**config.mk**
```make
export PLATFORM = sky130hd
export DESIGN_NAME = pc_unit_rv32i_flat
export DESIGN_NICKNAME = d
export VERILOG_FILES = /design/src/rtl/pc_unit_rv32i_if.sv /design/src/rtl/pc_unit_rv32i.sv /design/src/flat_wrapper.sv
export SDC_FILE = /design/constraint.sdc
export NUM_CORES = 1
export LEC_CHECK = 0
export CAP_MARGIN = 0
export CORE_MARGIN = 4
export CORE_UTILIZATION = 47
export DETAILED_ROUTE_END_ITERATION = 8
export GPL_TIMING_DRIVEN = 0
export PLACE_DENSITY = 0.93
export SKIP_CTS_REPAIR_TIMING = 1
export SLEW_MARGIN = 20
export SYNTH_ARGS = -nofsm -noshare
export SYNTH_HDL_FRONTEND = slang
export SYNTH_SLANG_ARGS = --single-unit
```
**constraint.sdc**
```tcl
create_clock -name clock -period 3 [get_ports clock]
set_input_delay 0.6 -clock clock [delete_from_list [all_inputs] [get_ports clock]]
set_output_delay 0.6 -clock clock [all_outputs]
set_load 0.02 [all_outputs]
```
**src/rtl/pc_unit_rv32i_if.sv**
```systemverilog
// Interface between the branch/trap logic (master) and the PC unit (slave).
// Redirect and trap controls flow in; the fetch address and status flow out.
interface pc_unit_rv32i_if #(
  parameter int XLEN  = 32,
  parameter int CNT_W = 16
);
  logic             stall;
  logic             redirect_en;
  logic [XLEN-1:0]  redirect_target;
  logic             trap_en;
  logic [XLEN-1:0]  PC;
  logic [XLEN-1:0]  PC_4_inc;
  logic             pc_valid;
  logic             misalign_err;
  logic [XLEN-1:0]  err_addr;
  logic [CNT_W-1:0] fetch_cnt;

  modport master (
    output stall, redirect_en, redirect_target, trap_en,
    input  PC, PC_4_inc, pc_valid, misalign_err, err_addr, fetch_cnt
  );

  modport slave (
    input  stall, redirect_en, redirect_target, trap_en,
    output PC, PC_4_inc, pc_valid, misalign_err, err_addr, fetch_cnt
  );
endinterface

```
**src/rtl/pc_unit_rv32i.sv**
```systemverilog
// RV32I fetch-stage program counter. Owns the PC register and selects the
// next PC from sequential increment, branch/jump redirect or trap vector.
// A misaligned redirect parks the unit in an error state that only a trap
// leaves. Also counts issued fetches.
module pc_unit_rv32i #(
  parameter int              XLEN         = 32,
  parameter logic [XLEN-1:0] RESET_VECTOR = '0,
  parameter logic [XLEN-1:0] TRAP_VECTOR  = XLEN'(32'h0000_0100),
  parameter int              INC          = 4,
  parameter int              ALIGN_BITS   = 2,
  parameter int              CNT_W        = 16
) (
  input logic            clock,
  input logic            reset,
  pc_unit_rv32i_if.slave bus
);

  typedef enum logic [1:0] {S_BOOT, S_RUN, S_ERR} state_t;

  // Low target bits that must be zero; an all-zero mask when ALIGN_BITS is 0.
  localparam logic [XLEN-1:0] ALIGN_MASK = XLEN'((64'd1 << ALIGN_BITS) - 64'd1);

  state_t           r_state,    w_state_nxt;
  logic [XLEN-1:0]  r_pc,       w_pc_nxt;
  logic             r_valid,    w_valid_nxt;
  logic             r_err,      w_err_nxt;
  logic [XLEN-1:0]  r_err_addr, w_err_addr_nxt;
  logic [CNT_W-1:0] r_cnt,      w_cnt_nxt;

  logic [XLEN-1:0]  w_pc_inc;
  logic             w_misalign;

  assign w_pc_inc   = r_pc + XLEN'(INC);
  assign w_misalign = |(bus.redirect_target & ALIGN_MASK);

  // State register; reset forces boot values immediately.
  always_ff @(posedge clock or posedge reset) begin
    if (reset) begin
      r_state    <= S_BOOT;
      r_pc       <= RESET_VECTOR;
      r_valid    <= 1'b0;
      r_err      <= 1'b0;
      r_err_addr <= '0;
      r_cnt      <= '0;
    end else begin
      r_state    <= w_state_nxt;
      r_pc       <= w_pc_nxt;
      r_valid    <= w_valid_nxt;
      r_err      <= w_err_nxt;
      r_err_addr <= w_err_addr_nxt;
      r_cnt      <= w_cnt_nxt;
    end
  end

  // Next-state and next-PC selection: trap > redirect > stall > increment.
  always_comb begin
    w_state_nxt    = r_state;
    w_pc_nxt       = r_pc;
    w_valid_nxt    = r_valid;
    w_err_nxt      = r_err;
    w_err_addr_nxt = r_err_addr;
    w_cnt_nxt      = r_cnt;
    unique case (r_state)
      // One-cycle bubble after reset: PC stays at the reset vector.
      S_BOOT: begin
        w_state_nxt = S_RUN;
        w_valid_nxt = 1'b1;
      end
      S_RUN: begin
        if (bus.trap_en) begin
          w_pc_nxt  = TRAP_VECTOR;
          w_cnt_nxt = r_cnt + 1'b1;
        end else if (bus.redirect_en) begin
          if (w_misalign) begin
            w_state_nxt    = S_ERR;
            w_err_nxt      = 1'b1;
            w_err_addr_nxt = bus.redirect_target;
            w_valid_nxt    = 1'b0;
          end else begin
            w_pc_nxt = bus.redirect_target;
            // A fetch is only counted when stall is low, even if redirecting.
            if (!bus.stall) w_cnt_nxt = r_cnt + 1'b1;
          end
        end else if (!bus.stall) begin
          w_pc_nxt  = w_pc_inc;
          w_cnt_nxt = r_cnt + 1'b1;
        end
      end
      // Frozen until a trap; stall and redirect are ignored here.
      S_ERR: begin
        if (bus.trap_en) begin
          w_state_nxt = S_RUN;
          w_pc_nxt    = TRAP_VECTOR;
          w_err_nxt   = 1'b0;
          w_valid_nxt = 1'b1;
          w_cnt_nxt   = r_cnt + 1'b1;
        end
      end
      default: w_state_nxt = S_BOOT;
    endcase
  end

  assign bus.PC           = r_pc;
  assign bus.PC_4_inc     = w_pc_inc;
  assign bus.pc_valid     = r_valid;
  assign bus.misalign_err = r_err;
  assign bus.err_addr     = r_err_addr;
  assign bus.fetch_cnt    = r_cnt;

endmodule

```
**src/flat_wrapper.sv**
```systemverilog
// flat-port wrapper written by rule: the top's interface ports become plain ports
module pc_unit_rv32i_flat 
#(
  parameter int              XLEN         = 32,
  parameter logic [XLEN-1:0] RESET_VECTOR = '0,
  parameter logic [XLEN-1:0] TRAP_VECTOR  = XLEN'(32'h0000_0100),
  parameter int              INC          = 4,
  parameter int              ALIGN_BITS   = 2,
  parameter int              CNT_W        = 16
)
  (clock, reset, bus_stall, bus_redirect_en, bus_redirect_target, bus_trap_en, bus_PC, bus_PC_4_inc, bus_pc_valid, bus_misalign_err, bus_err_addr, bus_fetch_cnt);
  pc_unit_rv32i_if #(.XLEN(XLEN), .CNT_W(CNT_W)) bus_i ();
  input logic clock;
  input logic reset;
  input wire logic [$bits(bus_i.stall)-1:0] bus_stall;
  input wire logic [$bits(bus_i.redirect_en)-1:0] bus_redirect_en;
  input wire logic [$bits(bus_i.redirect_target)-1:0] bus_redirect_target;
  input wire logic [$bits(bus_i.trap_en)-1:0] bus_trap_en;
  output wire logic [$bits(bus_i.PC)-1:0] bus_PC;
  output wire logic [$bits(bus_i.PC_4_inc)-1:0] bus_PC_4_inc;
  output wire logic [$bits(bus_i.pc_valid)-1:0] bus_pc_valid;
  output wire logic [$bits(bus_i.misalign_err)-1:0] bus_misalign_err;
  output wire logic [$bits(bus_i.err_addr)-1:0] bus_err_addr;
  output wire logic [$bits(bus_i.fetch_cnt)-1:0] bus_fetch_cnt;
  assign bus_i.stall = bus_stall;
  assign bus_i.redirect_en = bus_redirect_en;
  assign bus_i.redirect_target = bus_redirect_target;
  assign bus_i.trap_en = bus_trap_en;
  assign bus_PC = bus_i.PC;
  assign bus_PC_4_inc = bus_i.PC_4_inc;
  assign bus_pc_valid = bus_i.pc_valid;
  assign bus_misalign_err = bus_i.misalign_err;
  assign bus_err_addr = bus_i.err_addr;
  assign bus_fetch_cnt = bus_i.fetch_cnt;
  pc_unit_rv32i #(.XLEN(XLEN), .RESET_VECTOR(RESET_VECTOR), .TRAP_VECTOR(TRAP_VECTOR), .INC(INC), .ALIGN_BITS(ALIGN_BITS), .CNT_W(CNT_W)) u_core (.clock(clock), .reset(reset), .bus(bus_i));
endmodule
```
Word-level counts from Yosys, hierarchy flattened

Cells that the tools add are included.

Add/sub/neg operators: 2
Eq/ne operators: 8
Multiplexer cells: 27
Bitwise logic cells: 1
Reductions and logical operators: 10

Operator list:

| operator                                       | number |
|---|---|
| two-way mux 32 bit                             | 5 |
| two-way mux 16 bit                             | 5 |
| case mux 32 bit (2 select lines)               | 1 |
| adder 32 x 3 -> 32 bit (second input constant) | 1 |
| case mux 16 bit (2 select lines)               | 1 |
| adder 16 x 1 -> 16 bit (second input constant) | 1 |
| AND reduction 4 bit                            | 3 |
| AND reduction 5 bit                            | 2 |
| two-way mux 1 bit                              | 8 |
| two-way mux 2 bit                              | 4 |
| != test 4 bit (second input constant)          | 2 |
| != test 2 bit (second input constant)          | 3 |
| case mux 2 bit (3 select lines)                | 1 |
| case mux 1 bit (3 select lines)                | 1 |
| AND reduction 3 bit                            | 1 |
| nonzero test 3 bit                             | 1 |
| == test 2 x 1 -> 1 bit (second input constant) | 1 |
| == test 2 bit (second input constant)          | 1 |
| zero test 2 bit                                | 1 |
| != test 2 x 1 -> 1 bit (second input constant) | 1 |
| case mux 1 bit (2 select lines)                | 1 |
| nonzero test 2 bit                             | 1 |
| OR reduction 2 bit                             | 1 |
| NOT 1 bit                                      | 1 |

Register bits: 84
Bits of input ports: 37

Depth between registers and ports, before layout

Word-level depth: 6
Mapped depth: 10

Least setup slack after synthesis

No wires, ideal clock.

Path kind: register to output
Start point: register u_core.r_pc[2] (netlist: u_core.bus.PC[2])
End point: output port bus_PC_4_inc[20]
Arrival: 1.987 ns
Required time: 2.400 ns
Path slack: 0.413 ns
Cell stages (with the launch flop): 7
Buffers on the path: 1
Cell sequence: dfrtp_1 ha_1 nand3_2 nor4_4 buf_6 nand3_2 xnor2_1

Cells in the longest elaborated chain, start to end: 1

RTL lines:

| element                | RTL line            | text |
|---|---|---|
| from (decl)            | pc_unit_rv32i.sv:24 | `logic [XLEN-1:0] r_pc, w_pc_nxt;` |
| from (signal assigned) | pc_unit_rv32i.sv:47 | `r_pc <= w_pc_nxt;` |
| adder 32 x 3 -> 32 bit | pc_unit_rv32i.sv:33 | `assign w_pc_inc = r_pc + XLEN'(INC);` |
| to (decl)              | flat_wrapper.sv:20  | `output wire logic [$bits(bus_i.PC_4_inc)-1:0] bus_PC_4_inc;` |

Every way passes these cells.

Worst setup path in the final report

Start point: register u_core.r_pc[3] (netlist: u_core.bus.PC[3])
End point: output port bus_PC_4_inc[16]

The elaborated chain is that of the path after synthesis.

==> qor.txt <==
WP data arrival: 2.61 ns
Starting Density: 48.9%
Hold/Removal Path Class: reg2reg
H-tree levels: 3
Adder-Cell Fraction of Synth Area: 1.64%
Tot Pwr: 0.00646 W
Cts bufs inserted: 9
Syn nets: 479
Root Buffer: clkbuf_8
Via count: 4,161
Largest net degree at the start of global routing: 57
Worst-path clk slew: 0.09 ns
Hold path startpoint: u_core.bus.fetch_cnt[15]
Final setup violation count: 1
Area share of the largest cell type after synthesis: 45.9%
Crit-path leading delay family: simple AND/OR/NAND/NOR gates
Crit path required time: 2.40 ns
Initial DRC Count: 181
Largest family of logic cells by synthesized area: simple AND/OR/NAND/NOR gates
Fillers: 710
Fraction of the mapped netlist area in simple logic gates: 17.3%
Routability cong.: 0.841
Compound-Gate Fraction of Synth Area: 13.9%
# nets final: 646
Die Outline Area: 0.0114 mm2
Clock buffer depth: 2
Tightest Pin Transition: 0.635 ns
Drt wl/cell: 18.1 um
Mean post-synth cell area: 10.5 um2
Max cap viols: 0
Unrepaired setup endpoints after global routing: true
Global-route usage over all layers: 23.1%
Most frequent cells in the layout: clkdlybuf4s50_1 (130), dfrtp_1 (79), mux2_2 (33)
DRC: 0
Largest cells by area after synthesis: dfrtp_1 (46%), mux2_2 (8.1%), xnor2_1 (5.7%)
CP endpoint kind: output pin
Cells along the critical path: ha_2, nand3_2, nor3_2, nand4_1, xnor2_1, clkdlybuf4s50_1
Vias in the first global route: 4,182
LEAKAGE: 3.03 nW
Mapped Cells: 436
R2r endpoint: u_core.bus.PC[19]
Ports: 151
Post-synth top area cell: dfrtp_1
VDD IR max: 0.544 mV
CTS tree: yes
Die Ht: 107 um
Main synth FF type: dfrtp_1
Flops & latches, synth: 84
Failing checks: setup timing
Critical Path Slowest Stage Cell: clkdlybuf4s50_1
Worst setup SP type: register
Final worst-path cycle share: 107%
Fmax: 312 MHz
Most common cell after layout, fill and taps aside: clkdlybuf4s50_1
Power Dens Cells: 972 mW/mm2
Routed Antenna Nets: 0
Max Transition Viols Final: 0
Slew headroom: 57.5%
R2R cell count: 9
CP Buf/Inv Count: 1
Ys Warns: 0
DIE WIDTH: 107 um
Vias per std cell: 5.65
Total wire length: 13.4 mm
Clk sinks: 84
Slowest stage delay, CP: 0.62 ns
Skew-Pair Late Insertion Delay: 0.36 ns
Critical path type: reg2out
Multi-input combinational cell area: 0.00233 mm2
Area delta synth->final: 45.1%
Skew final: 0.0128 ns
Hold path endpoint: u_core.bus.fetch_cnt[15]
Min cycle time layout: 3.21 ns
Hpwl dp: 9.77 mm
Global-route wire length before repair: 21.3 mm
Worst r2r src: u_core.r_state[1]
Number of synthesized flops with an enable pin: 0
Worst-path fanout max: 6
Post-synth ARST share: 100%
Initial antenna violation count: 0
Synth cell types: 58
Core ar.: 0.00937 mm2
GR Overflow Total: 0
Synthesized area: 0.00458 mm2
Worst Slack Setup Final: -0.207 ns
Setup slack, reg-to-reg: 0.61 ns
Hold Path Cell Cnt: 1
Num rows: 35
Area share of xor/xnor cells in the synthesized design: 8.38%
Finished Cell Area: 0.00665 mm2
Mux share of post-synthesis cell area: 8.55%
I/O Buffers: 148
FF/Latch Area: 0.00211 mm2
Share of layout cells above drive strength 1: 18.6%
Status: finished, violations left
Post-synthesis sequential area ratio: 45.9%
Final Hold Vio Count: 0
Drt first pass iters: 5
Area after DPL: 0.00625 mm2
Ant. Diodes: 0
## final cells by class
class	count	area share, %
multi-input combinational	312	35.0
sequential	84	31.7
timing repair buffer	156	23.8
buffer	29	2.50
tap	129	2.43
clock buffer	11	2.28
clock inverter	5	1.62
inverter	11	0.659
## worst reg2reg max path: cells and delay by family (launching register included)
family,cells,cell delay (ns)
AND/OR/NAND/NOR,2,0.50
AO/OA/AOI/OAI,3,0.44
buffers and inverters,3,0.74
flip-flops,1,0.41
adder cells (fa/ha/maj),1,0.19
## flip-flops by register name, indices dropped and copies added (netlist names)
register,count
u_core.bus.fetch_cnt,16
u_core.r_state,2
u_core.bus.misalign_err,1
u_core.bus.err_addr,32
u_core.bus.pc_valid,1
u_core.bus.PC,32
## cell families (layout without fill, tap and decap cells)
group | after synthesis | in the layout
AND/OR/NAND/NOR | 131 | 131
adder cells (fa/ha/maj) | 6 | 6
buffers and inverters | 40 | 212
multiplexers | 35 | 35
XOR/XNOR | 43 | 43
AO/OA/AOI/OAI | 97 | 97
flip-flops | 84 | 84
## Yosys cell counts, drive strengths merged, types with 2 or more instances
cell type   n
a21o        3
a21oi      19
a22o        2
a22oi       4
a31oi       6
a32oi       2
a41oi       2
and3        7
and4        2
buf        20
clkbuf      9
dfrtp      84
ha          6
inv        11
mux2       33
mux2i       2
nand2      35
nand2b      4
nand3      19
nand3b      2
nand4      14
nor2       25
nor3        8
nor3b       3
nor4        7
o21ai      30
o22a        2
o22ai       2
o2bb2ai     2
o311ai     15
o31ai       4
xnor2      31
xor2       12
## per-stage QoR
stage	util (%)	setup TNS [ns]	setup WS (ns)	std cells	hold slack, ns
floorplan	-	0	0.235	436	0.512
global placement	66.4	-87.88	-1.05	713	0.461
detailed placement	66.7	-0.236	-0.0922	714	0.466
CTS	69.5	-6.51	-0.488	730	0.482
global route	70.9	-0.419	-0.383	737	0.521
finish	70.9	-0.207	-0.207	737	0.481
## power by group
part | total [W] | internal [W] | switching [W]
registers | 0.00202 | 0.00158 | 0.000442
logic | 0.00340 | 0.00164 | 0.00176
clock network | 0.00104 | 0.000602 | 0.000437
total | 0.00646 | 0.00382 | 0.00264
## layer usage
layer / wire length (um) / global-route usage (%) / vias up / part of all wire [%]
li1: - / - / 1920 / -
met1: 5480 / 29.4 / 2055 / 41
met2: 6780 / 39.6 / 162 / 51
met3: 815 / 3.85 / 24 / 6.1
met4: 290 / 8.22 / 0 / 2.2
met5: 0 / 0 / - / 0
## worst max-delay path by stage
stage | startpoint | end | slack, ns | depth (start not counted)
final | u_core.bus.PC[3] | bus_PC_4_inc[16] | -0.21 | 6
after global routing | u_core.bus.PC[2] | bus_PC_4_inc[16] | -0.38 | 6
after CTS | u_core.bus.PC[2] | bus_PC_4_inc[20] | -0.49 | 7
after detailed placement | u_core.bus.PC[2] | bus_PC_4_inc[20] | -0.09 | 7
after global placement | reset | u_core.bus.err_addr[3] | -1.05 | 2
after floorplan | reset | u_core.bus.PC[0] | 0.23 | 1
(Power assumes the default switching activity.)
==> edit 1: new RTL, same settings <==
`CNT_W` is set to 16 in 3 places; all go to 14.
--- a/src/rtl/pc_unit_rv32i_if.sv
+++ b/src/rtl/pc_unit_rv32i_if.sv
@@ -2,7 +2,7 @@
 // Redirect and trap controls flow in; the fetch address and status flow out.
 interface pc_unit_rv32i_if #(
   parameter int XLEN  = 32,
-  parameter int CNT_W = 16
+  parameter int CNT_W = 14
 );
   logic             stall;
   logic             redirect_en;
--- a/src/rtl/pc_unit_rv32i.sv
+++ b/src/rtl/pc_unit_rv32i.sv
@@ -8,7 +8,7 @@
   parameter logic [XLEN-1:0] TRAP_VECTOR  = XLEN'(32'h0000_0100),
   parameter int              INC          = 4,
   parameter int              ALIGN_BITS   = 2,
-  parameter int              CNT_W        = 16
+  parameter int              CNT_W        = 14
 ) (
   input logic            clock,
   input logic            reset,
--- a/src/flat_wrapper.sv
+++ b/src/flat_wrapper.sv
@@ -6,7 +6,7 @@
   parameter logic [XLEN-1:0] TRAP_VECTOR  = XLEN'(32'h0000_0100),
   parameter int              INC          = 4,
   parameter int              ALIGN_BITS   = 2,
-  parameter int              CNT_W        = 16
+  parameter int              CNT_W        = 14
 )
   (clock, reset, bus_stall, bus_redirect_en, bus_redirect_target, bus_trap_en, bus_PC, bus_PC_4_inc, bus_pc_valid, bus_misalign_err, bus_err_addr, bus_fetch_cnt);
   pc_unit_rv32i_if #(.XLEN(XLEN), .CNT_W(CNT_W)) bus_i ();
Ports: changed (resized bus_fetch_cnt); port bits go from 151 to 149. No check against the original RTL was run, so the function may have changed too.
==> edit 1 against the original RTL <==
- worst setup slack improved by 0.21 ns
- synthesized area shrank 5.3%
- combinational power fell by 15%
- total power decreased by 14%
- sequential cell count decreased by 2
- critical path depth increased by 2
- largest power group unchanged
- design area down 4.4%
- largest cell class unchanged
- wire length is 10% higher
==> edit 1: results (changes against the original RTL) <==
Cells and area:
- The number of fill cells in the layout is 644 (-9.3%).
- The number of nets in the final layout came to 643 (-0.46%).
- The fraction of final layout cells with drive strength greater than 1 was 16.0% (-2.6 points).
- The end-of-flow core utilization is 71.8% (+0.88 points).

Setup path:
- The maximum single-stage delay on the critical path is 0.46 ns (-0.16 ns).
- The data arrival time of the critical path was 2.40 ns (-0.21 ns).
- The first element of the critical path is u_core.bus.PC[2]$_DFFE_PP0P_.
- The number of cells on the worst reg-to-reg path came to 8 (-1).
- The slowest stage of the critical path belongs to the cell sky130_fd_sc_hd__dfrtp_2.
- The peak fanout along the critical path is 10 (+4).

GRT:
- The pin count of the biggest net entering global routing is 47 (-18%).
- The total global-route track usage is 25.8% (+2.7 points).
- The wire length of the first global-routing pass is 22.6 mm (+6.0%).

Synth:
- The compound-gate portion of the synthesized area is 13.4% (-0.46 points).
- By area the synthesized netlist is led by sky130_fd_sc_hd__dfrtp_1 47%, sky130_fd_sc_hd__mux2_2 8.3%, sky130_fd_sc_hd__xnor2_1 5.4%.
- The share of cell area taken by muxes after synthesis was 8.77% (+0.22 points).
- The post-synthesis net count is 475 (-0.84%).
- The synthesized area divided by synthesized cell count is 10.0 um^2 (-4.4%).
- The synthesized-area fraction occupied by adder cells is 1.73% (+0.092 points).
- The commonest cells after synthesis are 82 x sky130_fd_sc_hd__dfrtp_1, 39 x sky130_fd_sc_hd__nand2_1, 32 x sky130_fd_sc_hd__mux2_2.
- The post-synthesis xor/xnor area fraction is 8.07% (-0.31 points).
- The number of distinct library cells after synthesis is 46 (-21%).
- The fraction of the yosys area taken by sequential cells is 47.3% (+1.4 points).

Timing:
- The normalized max-slew margin came to 41.0% (-16 points).
- The worst hold margin was 0.483 ns (+0.00275 ns).
- The largest clock skew in the final design is 0.0177 ns (+0.00490 ns).

Pwr:
- The peak supply drop is 0.505 mV (-7.1%).
- The clock network power consumption is 0.768 mW (-26%).
- The switching power as a share of total power came to 42.3% (+1.4 points).
- The internal power contribution is 3.20 mW (-16%).
- The leakage power figure was 3.00 nW (-0.95%).
- The sequential group power is 1.89 mW (-6%).

Min path:
- In this run the most critical hold path is launched from u_core.bus.err_addr[9]$_DFFE_PP0P_.
- The cell count of the worst hold path is 2 (+1).
- For hold timing, the worst endpoint is u_core.bus.err_addr[9]$_DFFE_PP0P_.

Placement:
- The pre-CTS setup slack was -0.240 ns (-0.148 ns).
- The final weighted congestion of routability-driven global placement is 0.879 (+4.5%).
- The total cell area at the placement stage came to 0.00599 mm^2 (-4.3%).
- The total placed cells including tap cells is 689 (-3.5%).
- The detailed placer's ending HPWL is 10.4 mm (+6.7%).

Outcome:
- The flow ran to the end, and the final reports show no timing, DRC or antenna violations.

Detailed routing:
- The total wire length after detailed routing is 14.7 mm (+10%).
- The average wire per standard cell was 20.7 um (+14%).
- The via density per instance is 6.10 (+8.1%).
- The number of DRC violations after detailed-routing iteration 0 came to 486 (+170%).

CTS:
- The clock tree buffer depth was 2 (unchanged).
-- edit 1: changes by cell type after synthesis, moves of 5 or more --
cell / change
sky130_fd_sc_hd__clkbuf_1: +6
sky130_fd_sc_hd__a22oi_1: +6
sky130_fd_sc_hd__nand2_1: +7
sky130_fd_sc_hd__o311ai_1: -11
sky130_fd_sc_hd__o311ai_0: +6
sky130_fd_sc_hd__buf_2: -5
-- edit 1: cell type report --
| cell class | count | area share (%) |
|---|---|---|
| Multi-Input combinational cell | 310 | 34.7 |
| Buffer | 23 | 1.73 |
| Tap cell | 108 | 2.13 |
| Clock buffer | 12 | 2.44 |
| Clock inverter | 4 | 0.413 |
| Sequential cell | 82 | 32.4 |
| Inverter | 15 | 0.925 |
| Timing Repair Buffer | 159 | 25.2 |
-- edit 1: metal layers --
| layer | global-route usage, % | wire (um) |
|---|---|---|
| met5 | 0 | 0 |
| met3 | 6.83 | 1390 |
| met2 | 42.5 | 7050 |
| met1 | 31.1 | 5640 |
| met4 | 12.8 | 652 |
==> edit 2: new RTL, same settings <==
Without the edit above. `r_err_addr` no longer has a reset.
--- a/src/rtl/pc_unit_rv32i.sv
+++ b/src/rtl/pc_unit_rv32i.sv
@@ -40,16 +40,18 @@
       r_pc       <= RESET_VECTOR;
       r_valid    <= 1'b0;
       r_err      <= 1'b0;
-      r_err_addr <= '0;
       r_cnt      <= '0;
     end else begin
       r_state    <= w_state_nxt;
       r_pc       <= w_pc_nxt;
       r_valid    <= w_valid_nxt;
       r_err      <= w_err_nxt;
-      r_err_addr <= w_err_addr_nxt;
       r_cnt      <= w_cnt_nxt;
     end
+  end
+
+  always_ff @(posedge clock) begin
+    r_err_addr <= w_err_addr_nxt;
   end
 
   // Next-state and next-PC selection: trap > redirect > stall > increment.
Behaviour: differs if reset is asserted again (counterexample within 4 cycles, from zero or initial values and one cycle with reset high); with reset held inactive, the same outputs for 4 cycles.
==> edit 2 against the original RTL <==
- the flow still finishes with violations (setup timing)
- clock power down 12%
- synthesized area down 4.9%
- wire length up 2.5%
- clock skew down 0.0039 ns
- design area down 4.4%
- total power down 28%
- sequential cell count unchanged
- worst setup slack better by 0.028 ns
- count of clock-buffer cells in the layout up 1
- largest cell class is now sequential cells
==> edit 2: results (changes against the original RTL) <==
Outcome:
- The flow ran to the end, but the final reports show violations.
- The final reports fail on setup timing.

Placement:
- The pre-CTS setup slack came to -0.315 ns (-0.223 ns).
- The total cell area at the placement stage came to 0.00605 mm^2 (-3.3%).
- The total placed cells including tap cells is 681 (-4.6%).
- The final weighted congestion of routability-driven global placement is 0.856 (+1.7%).

Synth:
- The share of flip-flops with an asynchronous set or reset after synthesis is 61.9% (-38 points).
- The number of distinct library cells after synthesis is 55 (-5.2%).
- The top-area cell type share of the netlist area is 29.9% (-16 points).
- Ranked by total cell area, the synthesized netlist is headed by sky130_fd_sc_hd__dfrtp_1 30%, sky130_fd_sc_hd__edfxtp_1 22%, sky130_fd_sc_hd__xnor2_1 6.6%.
- The synthesized-area fraction occupied by adder cells came to 1.72% (+0.084 points).

Timing:
- The largest clock skew in the final design is 0.00883 ns (-0.00393 ns).
- The worst hold margin is 0.502 ns (+0.0211 ns).
- The final setup violation count is 6 (+5).
- The actual transition at the worst max-transition pin is 1.09 ns (+0.457 ns).
- The final worst slack is -0.179 ns (+0.0278 ns).

Pwr:
- The leakage power figure is 2.68 nW (-11%).
- The net load switching power is 1.84 mW (-30%).

Cells and area:
- The fraction of final layout cells with drive strength greater than 1 is 10.2% (-8.4 points).
- The number of nets in the final layout is 634 (-1.9%).

Detailed routing:
- The via density per instance was 5.98 (+5.8%).
- The total wire length after detailed routing came to 13.7 mm (+2.5%).
- The number of DRC violations after detailed-routing iteration 0 was 265 (+46%).

Setup path:
- The setup slack on the worst flop-to-flop path is 0.29 ns (-0.32 ns).
- The startpoint identified for the worst register-to-register timing path is u_core.r_state[0]$_DFFE_PP0P_.
- The peak fanout along the critical path was 8 (+2).
- Broken down by cell family, the worst path's largest delay share belongs to buffers and inverters.
- The data arrival time of the critical path is 2.58 ns (-0.03 ns).

GRT:
- The wire length of the first global-routing pass is 21.8 mm (+2.6%).
- The total global-route track usage is 24.7% (+1.6 points).
- The via count of the first global-routing pass came to 4,211 (+0.69%).
- The pin count of the biggest net entering global routing is 28 (-51%).
edit 2: cell types whose count changed in the layout (fill, tap and decap cells not counted), moves of 5 or more:
cell	change
sky130_fd_sc_hd__a21oi_1	-5
sky130_fd_sc_hd__buf_2	-6
sky130_fd_sc_hd__clkbuf_1	+9
sky130_fd_sc_hd__clkbuf_2	+5
sky130_fd_sc_hd__dfrtp_1	-29
sky130_fd_sc_hd__edfxtp_1	+32
sky130_fd_sc_hd__mux2_2	-32
sky130_fd_sc_hd__nand2_1	+12
sky130_fd_sc_hd__o311ai_0	+9
sky130_fd_sc_hd__o311ai_1	-11
edit 2: routing by layer:
metal / up-vias / track usage [%] / wire, um
met5: - / 0 / 0
met4: 0 / 8.26 / 401
met3: 39 / 8.13 / 1340
met2: 253 / 42.8 / 6860
met1: 2021 / 28.6 / 5100
li1: 1894 / - / -
edit 2: per-stage QoR:
step	setup TNS (ns)	util, %
floorplan	0	-
global placement	-28.87	67.4
detailed placement	-2.25	68.1
CTS	-9.06	70.5
global route	-1.48	71.5
finish	-0.245	71.5
edit 2: how the worst max path moves through the flow:
stage / startpoint / slack, ns / to
6_report: u_core.bus.PC[4]$_DFFE_PP0P_ / -0.18 / bus_PC_4_inc[17]
5_1_grt: u_core.bus.PC[4]$_DFFE_PP0P_ / -0.29 / bus_PC_4_inc[17]
4_1_cts: u_core.bus.PC[2]$_DFFE_PP0P_ / -0.70 / bus_PC_4_inc[30]
3_5_place_dp: u_core.bus.PC[2]$_DFFE_PP0P_ / -0.32 / bus_PC_4_inc[30]
3_3_place_gp: bus_redirect_en / -0.87 / u_core.bus.err_addr[16]$_DFFE_PP_
2_1_floorplan: u_core.bus.PC[2]$_DFFE_PP0P_ / 0.32 / bus_PC_4_inc[26]
edit 2: logic make-up after synthesis:
| group | Yosys count |
|---|---|
| buffers and inverters | 33 |
| AND/OR/NAND/NOR | 158 |
| AO/OA/AOI/OAI | 94 |
| multiplexers | 3 |
| XOR/XNOR | 43 |
| adder cells (fa/ha/maj) | 6 |
| flip-flops | 84 |
edit 2: area by class of cell:
cell class,instances,area (um^2)
clock buffer,12,145
clock inverter,4,72.6
fill,631,2530
timing repair buffer,159,1590
inverter,9,33.8
sequential,84,2260
buffer,24,106
tap,108,135
multi-input combinational,304,2010
edit 2: power by group through the flow:
stage,clock network (mW),logic (mW),registers (mW)
after global routing,0.977,2.15,1.73
final,0.912,2.02,1.69
after CTS,0.916,2.04,1.68
after detailed placement,0,2.03,1.70
after global placement,0,1.94,1.68
after floorplan,0,0.860,1.89
